<file path="config.mk">
export PLATFORM = sky130hd
export DESIGN_NAME = fifo_param
export DESIGN_NICKNAME = d
export VERILOG_FILES = /design/src/rtl/fifo_param.sv
export SDC_FILE = /design/constraint.sdc
export NUM_CORES = 1
export LEC_CHECK = 0
export BUFFER_PORTS_ARGS = -buffer_cell sky130_fd_sc_hd__buf_2
export CAP_MARGIN = 0
export CORE_UTILIZATION = 55
export CTS_CLUSTER_SIZE = 40
export DETAILED_ROUTE_END_ITERATION = 6
export PLACE_DENSITY = 0.74
export SKIP_CTS_REPAIR_TIMING = 1
export SLEW_MARGIN = 0
export SYNTH_ARGS = -nofsm -noshare
export SYNTH_HDL_FRONTEND = slang
export SYNTH_SLANG_ARGS = --single-unit
</file>
<file path="constraint.sdc">
create_clock -name clk -period 3.3 [get_ports clk]
set_clock_uncertainty 0.2 [all_clocks]
set_input_delay 0.66 -clock clk [delete_from_list [all_inputs] [get_ports clk]]
set_output_delay 0.66 -clock clk [all_outputs]
set_load 0.02 [all_outputs]
</file>
<file path="src/rtl/fifo_param.sv">
// fifo_param: parametrised synchronous FIFO with occupancy count, programmable thresholds, flush and sticky error flags
module fifo_param #(
  parameter int DATA_WIDTH = 16,
  parameter int ADDR_WIDTH = 3,
  parameter int AF_LEVEL   = 7,
  parameter int AE_LEVEL   = 1
) (
  input  logic                  clk,
  input  logic                  reset_n,
  input  logic                  clear,
  input  logic                  write,
  input  logic                  read,
  input  logic [DATA_WIDTH-1:0] din,
  input  logic                  err_clr,
  output logic [DATA_WIDTH-1:0] dout,
  output logic                  valid,
  output logic [ADDR_WIDTH:0]   count,
  output logic                  full,
  output logic                  almost_full,
  output logic                  empty,
  output logic                  almost_empty,
  output logic                  over,
  output logic                  under,
  output logic                  err_over,
  output logic                  err_under
);
  localparam int DEPTH = 2 ** ADDR_WIDTH;
  localparam logic [ADDR_WIDTH:0] FULL_N = (ADDR_WIDTH+1)'(DEPTH);
  localparam logic [ADDR_WIDTH:0] AF_N = (ADDR_WIDTH+1)'(AF_LEVEL);
  localparam logic [ADDR_WIDTH:0] AE_N = (ADDR_WIDTH+1)'(AE_LEVEL);
  logic [DATA_WIDTH-1:0] mem [DEPTH];
  logic [ADDR_WIDTH-1:0] wptr, rptr;
  logic wr_ok, rd_ok;
  assign full = count == FULL_N;
  assign empty = count == '0;
  assign almost_full = count >= AF_N;
  assign almost_empty = count <= AE_N;
  assign wr_ok = write & ~full;
  assign rd_ok = read & ~empty;
  always_ff @(posedge clk)
    if (wr_ok && !clear) mem[wptr] <= din;
  always_ff @(posedge clk or negedge reset_n)
    if (!reset_n) begin
      wptr <= '0;
      rptr <= '0;
      count <= '0;
      dout <= '0;
      valid <= 1'b0;
      over <= 1'b0;
      under <= 1'b0;
      err_over <= 1'b0;
      err_under <= 1'b0;
    end else begin
      err_over <= (write & full & ~clear) | (err_over & ~err_clr);
      err_under <= (read & empty & ~clear) | (err_under & ~err_clr);
      if (clear) begin
        wptr <= '0;
        rptr <= '0;
        count <= '0;
        valid <= 1'b0;
        over <= 1'b0;
        under <= 1'b0;
      end else begin
        over <= write & full;
        under <= read & empty;
        valid <= rd_ok;
        if (rd_ok) dout <= mem[rptr];
        wptr <= wptr + ADDR_WIDTH'(wr_ok);
        rptr <= rptr + ADDR_WIDTH'(rd_ok);
        count <= count + (ADDR_WIDTH+1)'(wr_ok) - (ADDR_WIDTH+1)'(rd_ok);
      end
    end
endmodule

</file>
==> summary.md, run 1 <==
| Metric | Value |
|---|---|
| DRC Markers | 0 |
| Mapped cell area | 6389 µm² |
| First-pass GRT wire length | 17.86 mm |
| Clk root buf | clkbuf_16 |
| Achievable clock frequency | 358.0 MHz |
| Largest net degree at the start of global routing | 32 |
| Via-to-Cell Ratio | 5.577 |
| Dominant cell by count in the synthesized netlist | edfxtp_1 |
| CTS tree | built |
| Peak supply drop | 0.6150 mV |
| Area Overhead vs Synth | 16.63% |
| Power Dens Cells | 804.4 nW/µm² |
| Worst-skew pair later-pin latency | 0.41 ns |
| Die X | 109.8 µm |
| DRT Pass-1 Iters | 4 |
| Synth area leaders | edfxtp_1 60%, dfrtp_1 12%, mux2i_1 10%, a22o_1 2.2%, mux2_4 2.1% |
| Iter 0 DRT Violations | 215 |
| Reported max-cap violation count | 0 |
| Commonest cells post-synth | 128 x edfxtp_1, 64 x mux2i_1, 31 x dfrtp_1 |
| Synth unique cells | 35 |
| Total number of H-tree levels | 4 |
| Finish-stage setup viols | 0 |
| Fin crit share | 0.8465 |
| Max_slew headroom | 0.3845 |
| I/O pin count | 51 |
| Seq/Total Area, Yosys | 0.7231 |
| Layout cells sized above 1 | 0.2721 |
| Critical Path Start Type | flop |
| Finished Layout Cells | 581 |
| Core Area | 11080 µm² |
| Register clock-pin slew on the reported worst setup and hold paths | 0.06 ns |
| Slew @ Worst Pin | 0.9232 ns |
| Total congestion overflow | 0 |
| Seq cells post-synth | 159 |
| Outcome | finished clean |
| Arrival time worst endpoint | 1.93 ns |
| Crit. End Element | output pin |
| Rows | 38 |
| Crit path kind | reg -> out |
| Synthesized area per cell | 17.65 µm² |
| Placed insts | 549 |
| Core Util, Final | 0.6726 |
| Clk buf depth | 2 |
| Port bufs | 50 |
| Final Hold Fails | 0 |
| Final Wtd Congestion | 0.7911 |
| Via count | 3240 |
| Vias in the first global route | 3266 |
| Yosys top cell area share | 0.6016 |
| Die area | 12050 µm² |
| Clock sink count | 159 |
| RSZ-0062 raised after global routing | false |
| Worst Path Required | 2.44 ns |
| Post-Synthesis Cells | 362 |
| Max-slew violation count | 0 |
| N_diodes | 0 |
| Final ANT Viol Nets | 0 |
| WHS | 0.1267 ns |
| Clock buffer count from CTS | 17 |
| Nets | 461 |
| GR Util All Layers | 0.2146 |
| Post-layout minimum cycle time | 2.793 ns |
| Top FF cell, synth | edfxtp_1 |
| Effective utilization at floorplan | 0.5767 |
| Post-synth ARST share | 0.1950 |
| Warnings from Yosys | 0 |
| Pleak | 2.750 nW |
| Setup total negative slack | 0 ns |
| Post-synth EDFFs | 128 |
| Post-detail-place hpwl | 6.856 mm |
| Routed wire length per instance | 20.01 µm |
| Chip Height | 109.8 µm |
| Crit path max fanout | 6 |
| Final wirelength | 11.63 mm |
| Syn Nets | 395 |
| Antenna violations before repair | 0 |
| HP Class | in -> async |
| Synth area leader | edfxtp_1 |
## path summary, 6_finish.rpt
| check | to | from | slack, ns | depth (start not counted) |
|---|---|---|---|---|
| max | empty | count[2] | 0.51 | 5 |
| min | dout[13] | reset_n | 0.13 | 1 |
| max reg2reg | count[1] | count[2] | 0.66 | 8 |
| min reg2reg | dout[6] | dout[6] | 0.30 | 1 |
| max in group asynchronous | rptr[0] | reset_n | 2.20 | 1 |
| min in group clk | err_over | err_clr | 0.27 | 2 |
## metal layers
metal	GRT usage	routed length (µm)	vias up	share of wire
met5	0	0	-	0
met4	0.08381	43	0	0.0037
met3	0.04801	622	4	0.053
met2	0.3562	6001	87	0.52
met1	0.2759	4960	1615	0.43
li1	-	-	1534	-
## flip-flops by register name, indices dropped and copies added, names as in the netlist
signal / flops
count: 4
dout: 16
err_over: 1
err_under: 1
mem: 128
over: 1
rptr: 3
under: 1
valid: 1
wptr: 3
## critical path, stage by stage, from the launching register on
cell	delay [ns]
dfrtp_1	0.40
inv_1	0.15
ha_1	0.20
or3b_1	0.50
inv_1	0.10
buf_2	0.16
## area by class of cell
class	instances	area, µm²
Clock buffer	18	439.2
Clock inverter	14	166.4
Fill cell	733	3627
Inverter	8	30.03
Multi-Input combinational cell	177	1617
Sequential cell	159	4623
Tap cell	140	175.2
Timing Repair Buffer	65	400.4
## cells by family (layout without fill, tap and decap cells)
kind of cell,after synthesis,count (layout),synth area share
compound gates,38,38,0.05131
xor+xnor,6,6,0.008226
fa+ha+maj,11,11,0.02272
buf+inv,26,105,0.02546
flops,159,159,0.7231
mux,80,80,0.1338
simple gates,42,42,0.03545
## through the flow
step / setup WS, ns / cell area [µm²] / total power, mW
2_1_floorplan: 0.1231 / 6389 / 3.722
3_3_place_gp: 0.7741 / 6845 / 4.049
3_5_place_dp: 0.7093 / 6845 / 4.085
4_1_cts: 0.5075 / 7451 / 6.052
5_1_grt: 0.4018 / 7451 / 6.264
6_report: 0.5065 / 7451 / 5.994
## power by group
group	total, mW	internal, mW	switching (mW)
clock network	1.96	1.21	0.749
registers	2.54	2.38	0.167
logic	1.50	0.698	0.798
total	5.99	4.28	1.71
## layout by cell type (no fill, tap or decap), drive strengths merged
master,synthesis,final
a21o,1,1
a21oi,3,3
a221oi,16,16
a22o,16,16
and2,1,1
and3,1,1
buf,14,65
bufinv,0,3
clkbuf,4,18
clkinv,0,3
clkinvlp,0,7
dfrtp,31,31
edfxtp,128,128
fa,1,1
ha,10,10
inv,8,9
mux2,16,16
mux2i,64,64
nand2,6,6
nand2b,4,4
nand3,2,2
nor2,17,17
nor2b,7,7
nor3,2,2
o22ai,2,2
or3,1,1
or3b,1,1
xnor2,4,4
xor2,2,2
Power figures use the tool's default switching activity.
==> run 2, diff against run 1 <==
--- a/config.mk
+++ b/config.mk
@@ -5,6 +5,7 @@
 export SDC_FILE = /design/constraint.sdc
 export NUM_CORES = 1
 export LEC_CHECK = 0
+export ABC_AREA = 1
 export BUFFER_PORTS_ARGS = -buffer_cell sky130_fd_sc_hd__buf_2
 export CAP_MARGIN = 0
 export CORE_UTILIZATION = 55
==> constraint.sdc (replaced) <==
create_clock -name clk -period 2.6 [get_ports clk]
set_clock_uncertainty 0.2 [all_clocks]
set_input_delay 0.52 -clock clk [delete_from_list [all_inputs] [get_ports clk]]
set_output_delay 0.52 -clock clk [all_outputs]
set_load 0.02 [all_outputs]
==> run 2 against run 1 <==
Compared with the run above: setup slack worse by 0.30 ns; critical endpoint is now count[2]; area after synthesis rose by 7.2%; count of clock-buffer cells in the layout fell by 1; the run now ends with hold timing left; combinational power rose by 25%; highest routed layer unchanged; via count up 42%; sequential share of layout area decreased by 3.3 points.
==> summary.md, run 2 <==
| Metric | Value |
|---|---|
| Outcome | complete, but fails checks |
| Failing checks | hold timing |
| Layout cells sized above 1 | 0.1466 (-0.1255) |
| Delay-heaviest family, CP | adder cells |
| Internal power | 5.018 mW (+17%) |
| Total congestion overflow | 0 (unchanged) |
| Finish-stage setup viols | 0 (unchanged) |
| Die X | 113.6 µm (+3.5%) |
| Via-to-Cell Ratio | 5.125 (-8.1%) |
| Placed insts | 866 (+58%) |
| Setup total negative slack | 0 ns (unchanged) |
| Worst-skew pair later-pin latency | 0.43 ns (+0.02 ns) |
| Mapped cell area | 6850 µm² (+7.2%) |
| Vias in the first global route | 4529 (+39%) |
| Crit path buffers/inverters | 2 (-1) |
| HP Class | in -> async |
| Adder-cell share of the synthesized area | 0.02119 (-0.001531) |
| Seq cells post-synth | 159 (unchanged) |
| Port bufs | 50 (unchanged) |
| Effective utilization at floorplan | 0.5679 (-0.008742) |
| Combinational Power Share | 0.251 (about the same) |
| Crit path kind | reg -> reg |
| Dpl cell area | 7276 µm² (+6.3%) |
| Yosys top cell area share | 0.5611 (-0.04055) |
| Max FFs per register | 128 (unchanged) |
| Largest net degree at the start of global routing | 66 (+110%) |
| Clock sink count | 159 (unchanged) |
| Commonest non-fill, non-tap cell in the layout | nand2_1 |
| Top cell by count, worst path | nand2_1 |
| Clock buffer count from CTS | 17 (unchanged) |
| Warnings from Yosys | 0 (unchanged) |
| Chip Height | 113.6 µm (+3.5%) |
| XOR/XNOR Fraction of Synth Area | 0.002557 (-0.005669) |
| Arrival time worst endpoint | 2.51 ns (+0.58 ns) |
| Die area | 12910 µm² (+7.1%) |
| Fin crit share | 0.9211 |
| Crit. End Element | flop |
| Clk buf depth | 2 (unchanged) |
| Register clock-pin slew on the reported worst setup and hold paths | 0.06 ns (about the same) |
| Reg with most FFs | mem |
| Core Util, Final | 0.6520 (-0.02061) |
| Slowest cell on the critical path | dfrtp_1 |
| Synth area leader | edfxtp_1 |
| Slew @ Worst Pin | 0.8175 ns (-0.1058 ns) |
| Seq/Total Area, Yosys | 0.6743 (-0.04873) |
| I/O pin count | 51 (unchanged) |
| Dominant cell by count in the synthesized netlist | nand2_1 |
| Most frequent cells in the layout | 208 x nand2_1, 128 x edfxtp_1, 115 x inv_1 |
| Pleak | 3.616 nW (+31%) |
| Via count | 4607 (+42%) |
| Achievable clock frequency | 417.6 MHz |
| Area Overhead vs Synth | 14.79% |
| Post-detail-place hpwl | 8.323 mm (+21%) |
| Top Registers | mem: 128 flops, dout: 16 flops, count: 4 flops |
| Synthesized area per cell | 10.40 µm² (-41%) |
| Mux cell area share after synthesis | 0 (-0.1338) |
| Post-synth EDFFs | 128 (unchanged) |
| Clk root buf | clkbuf_16 |
| DRT Pass-1 Iters | 5 (+1) |
| Design Area, Final | 7864 µm² (+5.5%) |
| WHS | -0.02326 ns (-0.1499 ns) |
| Design Power | 7.458 mW (+24%) |
| Peak supply drop | 0.7656 mV (+24%) |
| Main combinational cell family by area after synthesis | simple AND/OR/NAND/NOR gates |
| Iter 0 DRT Violations | 291 (+35%) |
| Worst Path Required | 2.72 ns (+0.28 ns) |
| Routed wire length per instance | 15.73 µm (-21%) |
| CP max stage delay | 0.40 ns (-0.10 ns) |
| Final ANT Viol Nets | 0 (unchanged) |
| RSZ-0062 raised after global routing | false |
| GR Util All Layers | 0.2393 (+0.02469) |
| Clk pwr share | 0.330 (+0.004) |
| Total number of H-tree levels | 4 (unchanged) |
| Core Area | 12060 µm² (+8.9%) |
| Rows | 40 (+5.3%) |
| Syn Nets | 692 (+75%) |
| Post-Synthesis Cells | 659 (+82%) |
| Max-slew violation count | 0 (unchanged) |
| Nets | 750 (+63%) |
| Finished Layout Cells | 899 (+55%) |
| Post-layout minimum cycle time | 2.395 ns |
| Reported max-cap violation count | 0 (unchanged) |
| Final wirelength | 14.14 mm (+22%) |
| Max_slew headroom | 0.4550 (+0.07051) |
| First-pass GRT wire length | 22.46 mm (+26%) |
| CP cell instances | inv_1 > ha_1 > nand2_2 > nand2_1 > inv_1 > nand2_1 > nand2_1 > ha_1 > fa_1 > xnor2_1 > nor2_1 |
| DRC Markers | 0 (unchanged) |
| Critical Path Start Type | flop |
| Commonest cells post-synth | 208 x nand2_1, 128 x edfxtp_1, 115 x inv_1 |
| Sw Share | 0.3272 (+0.04113) |
| Compound-Gate Fraction of Synth Area | 0.006575 (-0.04474) |
| CTS tree | built |
| Power Dens Cells | 948.4 nW/µm² (+18%) |
| Simple-gate share of the synthesized area | 0.2049 (+0.1695) |
| Synth area leaders | edfxtp_1 56%, nand2_1 11%, dfrtp_1 11%, nand3_1 7.2%, inv_1 6.3% |
| Top FF cell, synth | edfxtp_1 |
| P_sw | 2.440 mW (+42%) |
| Part of the power in registers | 0.419 (-0.005) |
| Synth unique cells | 26 (-26%) |
| Final Wtd Congestion | 0.7570 (-4.3%) |
| Final Hold Fails | 31 (+31) |
| Crit path max fanout | 4 (-2) |
| Antenna violations before repair | 1 (+1) |
| Post-synth ARST share | 0.1950 (unchanged) |
[run 2: cell types whose count changed in the layout (fill, tap and decap cells not counted), moves of 5 or more]
cell / delta
clkinvlp_4: -5
mux2_4: -9
inv_1: +107
a22o_1: -16
a221oi_1: -14
mux2_2: -7
mux2i_1: -64
nand2_1: +203
nor2b_1: -7
nand3_1: +96
nor2_1: +6
[run 2: cell families after synthesis]
group,Yosys count
AO/OA/AOI/OAI,8
XOR/XNOR,2
adder cells (fa/ha/maj),11
buffers and inverters,146
flip-flops,159
AND/OR/NAND/NOR,333
[run 2: power by group through the flow]
stage	sequential, mW	combinational [mW]	clock, mW
floorplan	3.36	1.15	0
global placement	3.16	1.80	0
detailed placement	3.17	1.87	0
CTS	3.13	1.88	2.49
global route	3.15	2.08	2.59
finish	3.13	1.87	2.46
[run 2: worst register-to-register path, cell delays in order, from the launching register on]
cell and delay, ns:
dfrtp_1 0.40, inv_1 0.15, ha_1 0.23, nand2_2 0.10
nand2_1 0.11, inv_1 0.06, nand2_1 0.13, nand2_1 0.07
ha_1 0.21, fa_1 0.39, xnor2_1 0.17, nor2_1 0.06
[run 2: final cells by class]
class                           instances  area, µm²
Antenna cell                            1      2.502
Sequential cell                       159       4621
Tap cell                              168      210.2
Fill cell                             904       4198
Clock buffer                           17      425.4
Timing Repair Buffer                   66      382.9
Inverter                              119      450.4
Clock inverter                         15      160.2
Multi-Input combinational cell        354       1612
[run 2: path summary, 6_finish.rpt]
| check | startpoint | to | slack, ns | depth (start not counted) |
|---|---|---|---|---|
| max in group asynchronous | reset_n | rptr[0] | 1.66 | 1 |
| setup / recovery | count[2] | count[2] | 0.21 | 11 |
| setup reg to reg | count[2] | count[2] | 0.21 | 11 |
| hold reg to reg | dout[15] | dout[15] | 0.27 | 2 |
| hold / removal | reset_n | dout[15] | -0.02 | 1 |
| min in group clk | err_clr | err_over | 0.09 | 2 |
[run 2: metal layers]
metal	vias up	wire [µm]	part of all wire	global-route usage
li1	2215	-	-	-
met1	2197	5771	0.41	0.2983
met2	162	7096	0.50	0.3996
met3	33	949	0.067	0.04995
met4	0	326	0.023	0.1184
met5	-	0	0	0
[run 2: metrics by stage]
stage                     hold WS, ns  setup WS, ns
after floorplan               0.02441       0.06625
after global placement         0.2602        0.3596
after detailed placement       0.2600        0.2133
after CTS                   -0.001356        0.1982
after global routing          0.03741      0.001647
final                        -0.02326        0.2051
